**config.mk**
```make
export PLATFORM = sky130hd
export DESIGN_NAME = dcache_ctrl
export DESIGN_NICKNAME = d
export VERILOG_FILES = /design/src/rtl/dcache_pkg.sv /design/src/rtl/dcache_array.sv /design/src/rtl/dcache_ctrl.sv
export SDC_FILE = /design/constraint.sdc
export NUM_CORES = 2
export LEC_CHECK = 0
export ABC_AREA = 1
export BUFFER_PORTS_ARGS = -buffer_cell sky130_fd_sc_hd__clkbuf_2
export CAP_MARGIN = 5
export CELL_PAD_IN_SITES_DETAIL_PLACEMENT = 0
export CELL_PAD_IN_SITES_GLOBAL_PLACEMENT = 2
export CORE_MARGIN = 2
export CORE_UTILIZATION = 44
export CTS_CLUSTER_DIAMETER = 50
export DETAILED_ROUTE_END_ITERATION = 10
export PLACE_DENSITY_LB_ADDON = 0.1
export SETUP_SLACK_MARGIN = 0.5
export SYNTH_ARGS = -nofsm -noshare
export SYNTH_HDL_FRONTEND = slang
export SYNTH_HIERARCHICAL = 1
export SYNTH_SLANG_ARGS = --single-unit
```
**constraint.sdc**
```tcl
create_clock -name CLK -period 21.5 [get_ports CLK]
set_clock_uncertainty 0.05 [all_clocks]
set_input_delay 3.225 -clock CLK [delete_from_list [all_inputs] [get_ports CLK]]
set_output_delay 3.225 -clock CLK [all_outputs]
set_load 0.005 [all_outputs]
```
**src/rtl/dcache_pkg.sv**
```systemverilog
`default_nettype none
// ============================================================================
// Module      : dcache_pkg
// Description : Shared types and geometry defaults for the data cache.
// Revision    : 1.0 - initial release
// ============================================================================
package dcache_pkg;

    localparam int unsigned c_INDEX_BITS  = 3;
    localparam int unsigned c_OFFSET_BITS = 2;
    localparam int unsigned c_TAG_BITS    = 30 - c_INDEX_BITS - c_OFFSET_BITS;
    localparam int unsigned c_BLOCK_W     = 32 << c_OFFSET_BITS;

    typedef enum logic [1:0] {
        IDLE      = 2'd0,
        WRITEBACK = 2'd1,
        FETCH     = 2'd2,
        FILL      = 2'd3
    } state_e;

endpackage
`default_nettype wire

```
**src/rtl/dcache_array.sv**
```systemverilog
`default_nettype none
// ============================================================================
// Module      : dcache_array
// Description : Tag/valid/dirty/data storage with word-write and block-fill.
// Revision    : 1.0 - initial release
// ============================================================================
module dcache_array
    import dcache_pkg::*;
#(
    parameter int unsigned INDEX_BITS  = c_INDEX_BITS,
    parameter int unsigned OFFSET_BITS = c_OFFSET_BITS,
    parameter int unsigned TAG_BITS    = 30 - INDEX_BITS - OFFSET_BITS,
    parameter int unsigned BLOCK_W     = 32 << OFFSET_BITS
) (
    input  logic                   clk,
    input  logic                   rst,
    input  logic [INDEX_BITS-1:0]  i_rd_index,
    output logic                   o_rd_valid,
    output logic                   o_rd_dirty,
    output logic [TAG_BITS-1:0]    o_rd_tag,
    output logic [BLOCK_W-1:0]     o_rd_block,
    input  logic                   i_word_we,
    input  logic [INDEX_BITS-1:0]  i_word_index,
    input  logic [OFFSET_BITS-1:0] i_word_offset,
    input  logic [31:0]            i_word_data,
    input  logic                   i_fill_we,
    input  logic [INDEX_BITS-1:0]  i_fill_index,
    input  logic [TAG_BITS-1:0]    i_fill_tag,
    input  logic [BLOCK_W-1:0]     i_fill_block
);

    localparam int unsigned c_LINES = 1 << INDEX_BITS;

    logic [c_LINES-1:0]  r_valid;
    logic [c_LINES-1:0]  r_dirty;
    logic [TAG_BITS-1:0] r_tag  [c_LINES];
    logic [BLOCK_W-1:0]  r_data [c_LINES];

    always_ff @(posedge clk or posedge rst) begin
        if (rst) begin
            r_valid <= '0;
            r_dirty <= '0;
        end else if (i_fill_we) begin
            r_valid[i_fill_index] <= 1'b1;
            r_dirty[i_fill_index] <= 1'b0;
        end else if (i_word_we) begin
            r_dirty[i_word_index] <= 1'b1;
        end
    end

    // Tag and data contents are meaningless while valid is clear, so no reset.
    always_ff @(posedge clk) begin
        if (i_fill_we) begin
            r_tag[i_fill_index]  <= i_fill_tag;
            r_data[i_fill_index] <= i_fill_block;
        end else if (i_word_we) begin
            r_data[i_word_index][{i_word_offset, 5'b00000} +: 32] <= i_word_data;
        end
    end

    assign o_rd_valid = r_valid[i_rd_index];
    assign o_rd_dirty = r_dirty[i_rd_index];
    assign o_rd_tag   = r_tag[i_rd_index];
    assign o_rd_block = r_data[i_rd_index];

endmodule
`default_nettype wire

```
**src/rtl/dcache_ctrl.sv**
```systemverilog
`default_nettype none
// ============================================================================
// Module      : dcache_ctrl
// Description : Direct-mapped write-back write-allocate data cache controller.
// Revision    : 1.0 - initial release
// ============================================================================
module dcache_ctrl
    import dcache_pkg::*;
#(
    parameter int unsigned INDEX_BITS  = c_INDEX_BITS,
    parameter int unsigned OFFSET_BITS = c_OFFSET_BITS
) (
    input  logic                            CLK,
    input  logic                            RESET,
    input  logic                            READ,
    input  logic                            WRITE,
    input  logic [31:0]                     M_ADDRESS,
    input  logic [31:0]                     M_WRITEDATA,
    output logic [31:0]                     M_READDATA,
    output logic                            M_BUSYWAIT,
    output logic                            MEM_READ,
    output logic                            MEM_WRITE,
    output logic [29-OFFSET_BITS:0]         MEM_ADDRESS,
    output logic [(32<<OFFSET_BITS)-1:0]    MEM_WRITEDATA,
    input  logic [(32<<OFFSET_BITS)-1:0]    MEM_READDATA,
    input  logic                            MEM_BUSYWAIT
);

    localparam int unsigned TAG_BITS = 30 - INDEX_BITS - OFFSET_BITS;
    localparam int unsigned BLOCK_W  = 32 << OFFSET_BITS;

    state_e                r_state;
    logic [TAG_BITS-1:0]   r_miss_tag;
    logic [INDEX_BITS-1:0] r_miss_index;
    logic [BLOCK_W-1:0]    r_fill_block;

    logic [OFFSET_BITS-1:0] w_offset;
    logic [INDEX_BITS-1:0]  w_index;
    logic [TAG_BITS-1:0]    w_tag;
    logic                   w_req;
    logic                   w_is_read;
    logic                   w_idle;
    logic                   w_hit;
    logic                   w_rd_valid;
    logic                   w_rd_dirty;
    logic [TAG_BITS-1:0]    w_rd_tag;
    logic [BLOCK_W-1:0]     w_rd_block;
    logic                   w_word_we;
    logic                   w_unused;

    assign w_offset  = M_ADDRESS[OFFSET_BITS+1:2];
    assign w_index   = M_ADDRESS[OFFSET_BITS+INDEX_BITS+1:OFFSET_BITS+2];
    assign w_tag     = M_ADDRESS[31:OFFSET_BITS+INDEX_BITS+2];
    assign w_unused  = ^M_ADDRESS[1:0];

    // A simultaneous READ and WRITE is handled as a write.
    assign w_req     = READ | WRITE;
    assign w_is_read = READ & ~WRITE;
    assign w_idle    = (r_state == IDLE);
    assign w_hit     = w_rd_valid && (w_rd_tag == w_tag);
    assign w_word_we = w_idle & WRITE & w_hit;

    assign M_BUSYWAIT = ~RESET & ((w_req & ~w_hit) | ~w_idle);
    assign M_READDATA = (w_idle & w_is_read & w_hit) ? w_rd_block[{w_offset, 5'b00000} +: 32]
                                                      : 32'h0;

    dcache_array #(
        .INDEX_BITS  (INDEX_BITS),
        .OFFSET_BITS (OFFSET_BITS),
        .TAG_BITS    (TAG_BITS),
        .BLOCK_W     (BLOCK_W)
    ) u_array (
        .clk           (CLK),
        .rst           (RESET),
        .i_rd_index    (w_index),
        .o_rd_valid    (w_rd_valid),
        .o_rd_dirty    (w_rd_dirty),
        .o_rd_tag      (w_rd_tag),
        .o_rd_block    (w_rd_block),
        .i_word_we     (w_word_we),
        .i_word_index  (w_index),
        .i_word_offset (w_offset),
        .i_word_data   (M_WRITEDATA),
        .i_fill_we     (r_state == FILL),
        .i_fill_index  (r_miss_index),
        .i_fill_tag    (r_miss_tag),
        .i_fill_block  (r_fill_block)
    );

    // Miss tag/index are latched so the miss completes even if the CPU withdraws.
    always_ff @(posedge CLK or posedge RESET) begin
        if (RESET) begin
            r_state       <= IDLE;
            r_miss_tag    <= '0;
            r_miss_index  <= '0;
            r_fill_block  <= '0;
            MEM_READ      <= 1'b0;
            MEM_WRITE     <= 1'b0;
            MEM_ADDRESS   <= '0;
            MEM_WRITEDATA <= '0;
        end else begin
            case (r_state)
                IDLE: begin
                    if (w_req && !w_hit) begin
                        r_miss_tag   <= w_tag;
                        r_miss_index <= w_index;
                        if (w_rd_valid && w_rd_dirty) begin
                            r_state       <= WRITEBACK;
                            MEM_WRITE     <= 1'b1;
                            MEM_ADDRESS   <= {w_rd_tag, w_index};
                            MEM_WRITEDATA <= w_rd_block;
                        end else begin
                            r_state     <= FETCH;
                            MEM_READ    <= 1'b1;
                            MEM_ADDRESS <= {w_tag, w_index};
                        end
                    end
                end
                WRITEBACK: begin
                    if (!MEM_BUSYWAIT) begin
                        r_state       <= FETCH;
                        MEM_WRITE     <= 1'b0;
                        MEM_WRITEDATA <= '0;
                        MEM_READ      <= 1'b1;
                        MEM_ADDRESS   <= {r_miss_tag, r_miss_index};
                    end
                end
                FETCH: begin
                    if (!MEM_BUSYWAIT) begin
                        r_state      <= FILL;
                        MEM_READ     <= 1'b0;
                        MEM_ADDRESS  <= '0;
                        r_fill_block <= MEM_READDATA;
                    end
                end
                FILL: begin
                    r_state <= IDLE;
                end
                default: begin
                    r_state <= IDLE;
                end
            endcase
        end
    end

endmodule
`default_nettype wire

```
=== After elaboration in Yosys (flattened, before gate mapping) ===
Memory sizes are Yosys's and may differ from the RTL's.
Cells that the tools add are included.
Widths: inputs -> output; s select.

* Memory bits (read-only): 0
* Latch bits: 0
* Logic and storage cells: 105
* Register bits after elaboration: 332
* Input port bits: 197
* Output and inout port bits: 191
* Memories kept: 2
* Bits in writable memories: 1224

{| class="wikitable"
|+ Memories
! name !! words !! width !! read ports !! clocked after Yosys merged registers in !! wr ports !! line !! source
|-
| u_array.r_data || 8 || 128 || 1 || 0 || 1 || dcache_array.sv:37 || <nowiki>logic [BLOCK_W-1:0] r_data [c_LINES];</nowiki>
|-
| u_array.r_tag || 8 || 25 || 1 || 0 || 1 || dcache_array.sv:36 || <nowiki>logic [TAG_BITS-1:0] r_tag [c_LINES];</nowiki>
|}

* Multipliers: 0
* Add/sub/neg operators: 1
* Shifts and indexed selects: 3
* Order comparisons: 4
* Div/mod/pow operators: 0
* Bitwise operators: 18
* Multiplexer cells: 41
* Equality and inequality tests: 9
* Reductions and logical operators: 17

{| class="wikitable"
|+ Operator list
! operator !! count
|-
| $mux 128 || 6
|-
| $pmux 128 s2 || 1
|-
| $reduce_or 128->1 || 1
|-
| $shift 32x9->128 const A || 1
|-
| $shiftx 128x8->32 || 1
|-
| $shiftx 32x9->128 || 1
|-
| $mux 28 || 4
|-
| $pmux 28 s3 || 1
|-
| $mux 32 || 1
|-
| $eq 25x25->1 || 1
|-
| $mux 8 || 2
|-
| $or 8x8->8 || 2
|-
| $mux 1 || 14
|-
| $neg 7->9 || 1
|-
| $and 8x8->8 || 1
|-
| $lt 3x4->1 const B || 2
|-
| $mux 2 || 4
|-
| $not 8->8 || 1
|-
| $pmux 2 s4 || 1
|-
| $reduce_and 4->1 || 2
|-
| $and 1x1->1 || 7
|-
| $bmux 1 s3 || 2
|-
| $demux 1 s3 || 2
|-
| $ge 3x1->1 const B || 2
|-
| other kinds (17) || 32
|}

=== Longest topological paths before layout ===
* Depth after elaboration: 9
* Mapped depth: 25
* Mapped depth without buffers: 20

=== Modules after synthesis ===
Netlist, hierarchy kept.

{| class="wikitable"
|+ Modules (own cells, without submodules)
! module !! instances !! sequential area each (um^2) !! cells an instance !! area each (um^2)
|-
| dcache_array || 1 || 37155.6 || 4068 || 50013.0
|-
| dcache_ctrl || 1 || 7907.6 || 1569 || 14456.4
|}

=== Least setup slack after synthesis ===
No wires, ideal clock.

* Path kind: in2out
* Start point: input M_ADDRESS[5]
* End point: output M_READDATA[10]
* Data arrival time: 5.343 ns
* Stages on the path: 18
* Path slack: 12.882 ns
* Data required time: 18.225 ns
* Path buffers: 5
* Cell sequence: buf_2 inv_2 buf_4 buf_6 clkbuf_1 o21ai_0 o22ai_1 nand2_1 nand2_1 inv_1 nand2_1 o21ai_0 nor4_1 nand3_1 nor2_1 nand4_1 clkbuf_1 nor2_1

* Word-level cells in the longest chain between the ends: 5
* Elaborated cells between the ends (all ways): 9
* Those cells by class: 1 x eq/ne; 1 x shift; 3 x mux; 1 x bitwise; 1 x reduce/logical; 2 x memory

{| class="wikitable"
|+ Ends and longest elaborated chain
! element !! line !! source
|-
| from (decl) || dcache_ctrl.sv:17 || <nowiki>input logic [31:0] M_ADDRESS,</nowiki>
|-
| $mem_v2 8x25 || -- ||
|-
| net w_rd_tag[10] || dcache_ctrl.sv:46 || <nowiki>logic [TAG_BITS-1:0] w_rd_tag;</nowiki>
|-
| $eq 25x25->1 || dcache_ctrl.sv:60 || <nowiki>assign w_hit = w_rd_valid && (w_rd_tag == w_tag);</nowiki>
|-
| $logic_and 1x1->1 || dcache_ctrl.sv:60 ||
|-
| $and 1x1->1 || dcache_ctrl.sv:64 || <nowiki>assign M_READDATA = (w_idle & w_is_read & w_hit) ? w_rd_block[{w_offset, 5'b00000} +: 32]</nowiki>
|-
| $mux 32 || dcache_ctrl.sv:64 ||
|-
| to (decl) || dcache_ctrl.sv:19 || <nowiki>output logic [31:0] M_READDATA,</nowiki>
|}

The timed path passes the listed nets, and every way through them passes these cells. The select of a mux whose other input is x is not followed.

=== Final worst setup path ===
* Start point: input M_ADDRESS[4]
* End point: output M_READDATA[4]

* Elaborated cells between the ends (all ways): 9
* Those cells by class: 1 x eq/ne; 1 x shift; 3 x mux; 1 x bitwise; 1 x reduce/logical; 2 x memory

{| class="wikitable"
|+ RTL lines
! element !! line !! source
|-
| $mem_v2 8x128 || -- ||
|-
| net w_rd_block[36] || dcache_ctrl.sv:47 || <nowiki>logic [BLOCK_W-1:0] w_rd_block;</nowiki>
|-
| $shiftx 128x8->32 || dcache_ctrl.sv:64 ||
|-
| $mux 32 || dcache_ctrl.sv:64 ||
|}

The timed path passes the listed nets, and every way through them passes these cells. The select of a mux whose other input is x is not followed.

==> metrics.md <==
| Metric | Value |
|---|---|
| CTS sink cnt | `1556` |
| Cell Rows | `140` |
| Synth area leader | `edfxtp_1` |
| CP cell instances | `buf_8, inv_8, buf_12, buf_4, buf_4, o21ai_0, o22ai_1, nand2_1, nand2_1, o21ai_0, o22ai_1, inv_1, nor2_1, clkbuf_2` |
| DRC violations left | `0` |
| Tightest Hold Check Type | `register to register` |
| CTS tree | `built` |
| Register area share after synthesis | `69.9%` |
| Total number of vias | `45900` |
| RSZ-0062 raised after global routing | `false` |
| Slowest Stage Delay on Critical Path | `780 ps` |
| Synth Area in XOR/XNOR | `0.0408%` |
| 1st-pass router iterations | `6` |
| Complex-gate fraction of the synthesized area | `about an eighth` |
| Simple-gate area share of the yosys netlist | `12.3%` |
| Antenna-violating nets left | `0` |
| Setup WS post-layout | `9780 ps` |
| H-tree depth | `4` |
| Leak | `27.5 nW` |
| Fmax | `85.3 MHz` |
| Overall routing resource usage | `29.0%` |
| Levels on crit path | `14` |
| Nets | `6099` |
| Post-layout min period | `11720 ps` |
| Cts bufs inserted | `roughly 180` |
| Post-Route WL | `220000 um` |
| Die X | `387 um` |
| Final Hold Fails | `0` |
| Max Root-Sink Buffers | `3` |
| Mux cell area share after synthesis | `2.24%` |
| Pin count of the biggest net entering global routing | `211` |
| Power Density | `126 nW/um2` |
| CP top delay family | `buffers and inverters` |
| Yosys cell types | `37` |
| Reg-to-reg endpoint | `u_array/r_data[2][94]` |
| Largest family of logic cells by synthesized area | `simple AND/OR/NAND/NOR gates` |
| EDFF count, synth | `1224` |
| Die H | `387 um` |
| Total Power | `9.35 mW` |
| Synth Register Bits | `1556` |
| Post-Syn Nets | `5842` |
| Share of layout cells above drive strength 1 | `15.9%` |
| Crit Path Max Fanout | `around 180` |
| PortBufs | `around 390` |
| Primary FF master, synth | `edfxtp_1` |
| Reg area | `45100 um2` |
| Total gr overflow | `0` |
| Clock slew seen by the registers of the worst setup and hold paths | `50 ps` |
| Dpl hpwl | `132000 um` |
| Rel. slew slack | `24.4%` |
| Slew @ Worst Pin | `1130 ps` |
| Status | `complete, no violations` |
| Die ar. | `150000 um2` |
| Vias/cell | `5.76` |
| RR Startpoint | `u_array/r_valid[6]` |
| Synth warn | `6` |
| Post-CTS Setup Inserts | `0` |
| Post-route cell area | `74000 um2` |
| Critical Path RT | `about 18000 ps` |
| Critical path launch point type | `input pin` |
| Synthesized area | `64500 um2` |
| Worst setup path endpoint | `M_READDATA[4]` |
| Mean Syn Cell Area | `around 11 um2` |
| Placer Congestion | `between 0.8 and 0.9` |
| Slowest CP cell | `buf_4` |
| Final Max Slew Viols | `0` |
| Initial DRC count | `between 4000 and 5000` |
| Std-Cell Core Area | `146000 um2` |
| Top post-synthesis cells by area | `edfxtp_1 57%, dfrtp_1 13%, o21ai_0 6.0%` |
| Fin crit share | `54.5%` |
| CP endpoint kind | `output pin` |
| Final TNS setup | `0 ps` |
| Area growth syn-to-layout | `14.8%` |
| Peak VDD IR | `0.000118 V` |
| Kind of critical path | `input pin to output pin` |
| Vias in the first global route | `approximately 43000` |
| Clk_lat worst skew | `800 ps` |
| Flop2flop setup slack | `15190 ps` |
| CTS Root Cell | `clkbuf_16` |
| Cts hold-fix bufs | `0` |
| Area of the multi-input gates | `~17000 um2` |
| Worst Hold Margin | `411 ps` |
| Max Cap Viol | `0` |
| Cells after synthesis | `5637` |
| Area after DPL | `68100 um2` |
| Initial antenna violation count | `10` |
| Adder-Cell Fraction of Synth Area | `less than 1%` |
| Global-route wire length before repair | `311000 um` |
| Wire per inst | `between 20 and 30 um` |
| Initial core utilization | `about 44%` |
| Number of setup violations in the final report | `0` |
| CP arrival | `approximately 8500 ps` |
| Worst reg2reg path depth | `19` |
| Post-synth top area share | `57.0%` |
| Fill cells | `13100` |
| Ports | `roughly 390` |
| Critical path origin | `M_ADDRESS[4]` |
| CTS-repair resized insts | `0` |
| Ys async rst share | `21.3%` |
| Worst path bufs/invs | `7` |
| Place WS | `10050 ps` |
## per-stage QoR
stage | instances | utilization (%)
after detailed placement | 7630 | 46.8
after global routing | 7965 | 50.8
after floorplan | 5637 | -
after CTS | 7965 | 50.8
after global placement | 7630 | 46.8
final | 7973 | 50.9
## area by class of cell
| cell class | count | area share [%] |
|---|---|---|
| Inverter | 133 | 0.715 |
| Timing Repair Buffer | 471 | 3.61 |
| Tap cell | 1917 | 3.24 |
| Sequential cell | 1556 | 60.9 |
| Multi-Input combinational cell | 3553 | 23.5 |
| Clock inverter | 104 | 1.46 |
| Clock buffer | 231 | 6.54 |
| Antenna cell | 8 | 0.0270 |
## cell usage in the layout (no fill, tap or decap), types with 10 or more instances in the layout
cell / n
clkinv_1: 27
nand2_1: 989
nand3_1: 50
buf_4: 81
o21a_1: 27
bufinv_16: 17
a21oi_1: 125
o22ai_1: 341
o21ai_1: 105
dfrtp_1: 332
edfxtp_1: 1224
o21ai_0: 770
inv_1: 118
clkbuf_2: 381
nor2_2: 10
clkbuf_16: 184
nand4_1: 69
clkinv_2: 26
nor2_1: 825
clkbuf_1: 41
a22oi_1: 22
nor2_4: 34
mux2_2: 128
inv_6: 20
## cells in the mapped netlist, types with 4 or more instances
library cell,number
nand4_1,69
clkbuf_1,233
or2_2,6
edfxtp_1,1224
nand3_2,8
buf_4,18
o21a_1,27
clkinv_1,4
nor4_1,4
buf_6,15
nand2_1,990
o22ai_1,341
inv_1,121
ha_1,8
o21ai_0,770
inv_2,8
dfrtp_1,332
mux2_2,128
nand3_1,51
buf_1,4
a21oi_1,129
a22oi_1,22
nor2_1,868
nand2_2,9
buf_2,124
o21ai_1,105
## worst register-to-register path, stage by stage, from the launching register on
cell and delay (ps):
dfrtp_1 320, inv_1 50, a21oi_1 130, o21ai_0 110, nand3_1 110, o21a_1 320, o21ai_0 170, nor4_1 280
nand3_1 220, nor4_2 330, buf_4 250, inv_2 60, nor2_4 200, o21ai_4 80, buf_4 300, nand2_8 730
buf_4 770, buf_4 700, nor2_1 300, a21oi_1 550
## worst min path at each step
stage / end / depth (start not counted) / slack [ps] / startpoint
after global routing: u_array/r_valid[7] / 1 / 420 / u_array/r_valid[7]
final: u_array/r_valid[7] / 1 / 410 / u_array/r_valid[7]
after CTS: u_array/r_valid[7] / 1 / 410 / u_array/r_valid[7]
after detailed placement: u_array/r_valid[7] / 1 / 400 / u_array/r_valid[7]
after global placement: u_array/r_valid[6] / 2 / 390 / u_array/r_valid[6]
after floorplan: u_array/r_valid[6] / 2 / 370 / u_array/r_valid[6]
## layer usage
metal  global-route usage (%)  wire length (um)  share of wire (%)  vias to the layer above
met5                        0                91              0.041                        -
met3                     7.06             19700                9.0                      353
met4                     11.9              9000                4.1                       12
met1                     40.7             94300                 43                    23100
li1                         -                 -                  -                    20600
met2                     43.2             97200                 44                     1890
## kinds of logic after synthesis
kind of cell,after synthesis
AO/OA/AOI/OAI,1404
multiplexers,128
AND/OR/NAND/NOR,2010
buffers and inverters,528
flip-flops,1556
adder cells (fa/ha/maj),8
XOR/XNOR,3
## where the power goes
part,switching [mW],leakage [nW],internal [mW]
clock,1.24,2.89,1.80
sequential,0.288,15.1,4.10
combinational,1.35,9.57,0.559
total,2.88,27.5,6.47
## registers in the layout, indices dropped and copies added (netlist names)
register         cells
r_state              2
MEM_ADDRESS         28
MEM_WRITE            1
u_array/r_tag      200
MEM_READ             1
u_array/r_dirty      8
r_fill_block       128
u_array/r_valid      8
r_miss_tag          25
u_array/r_data    1024
MEM_WRITEDATA      128
r_miss_index         3
(Power assumes the default switching activity.)
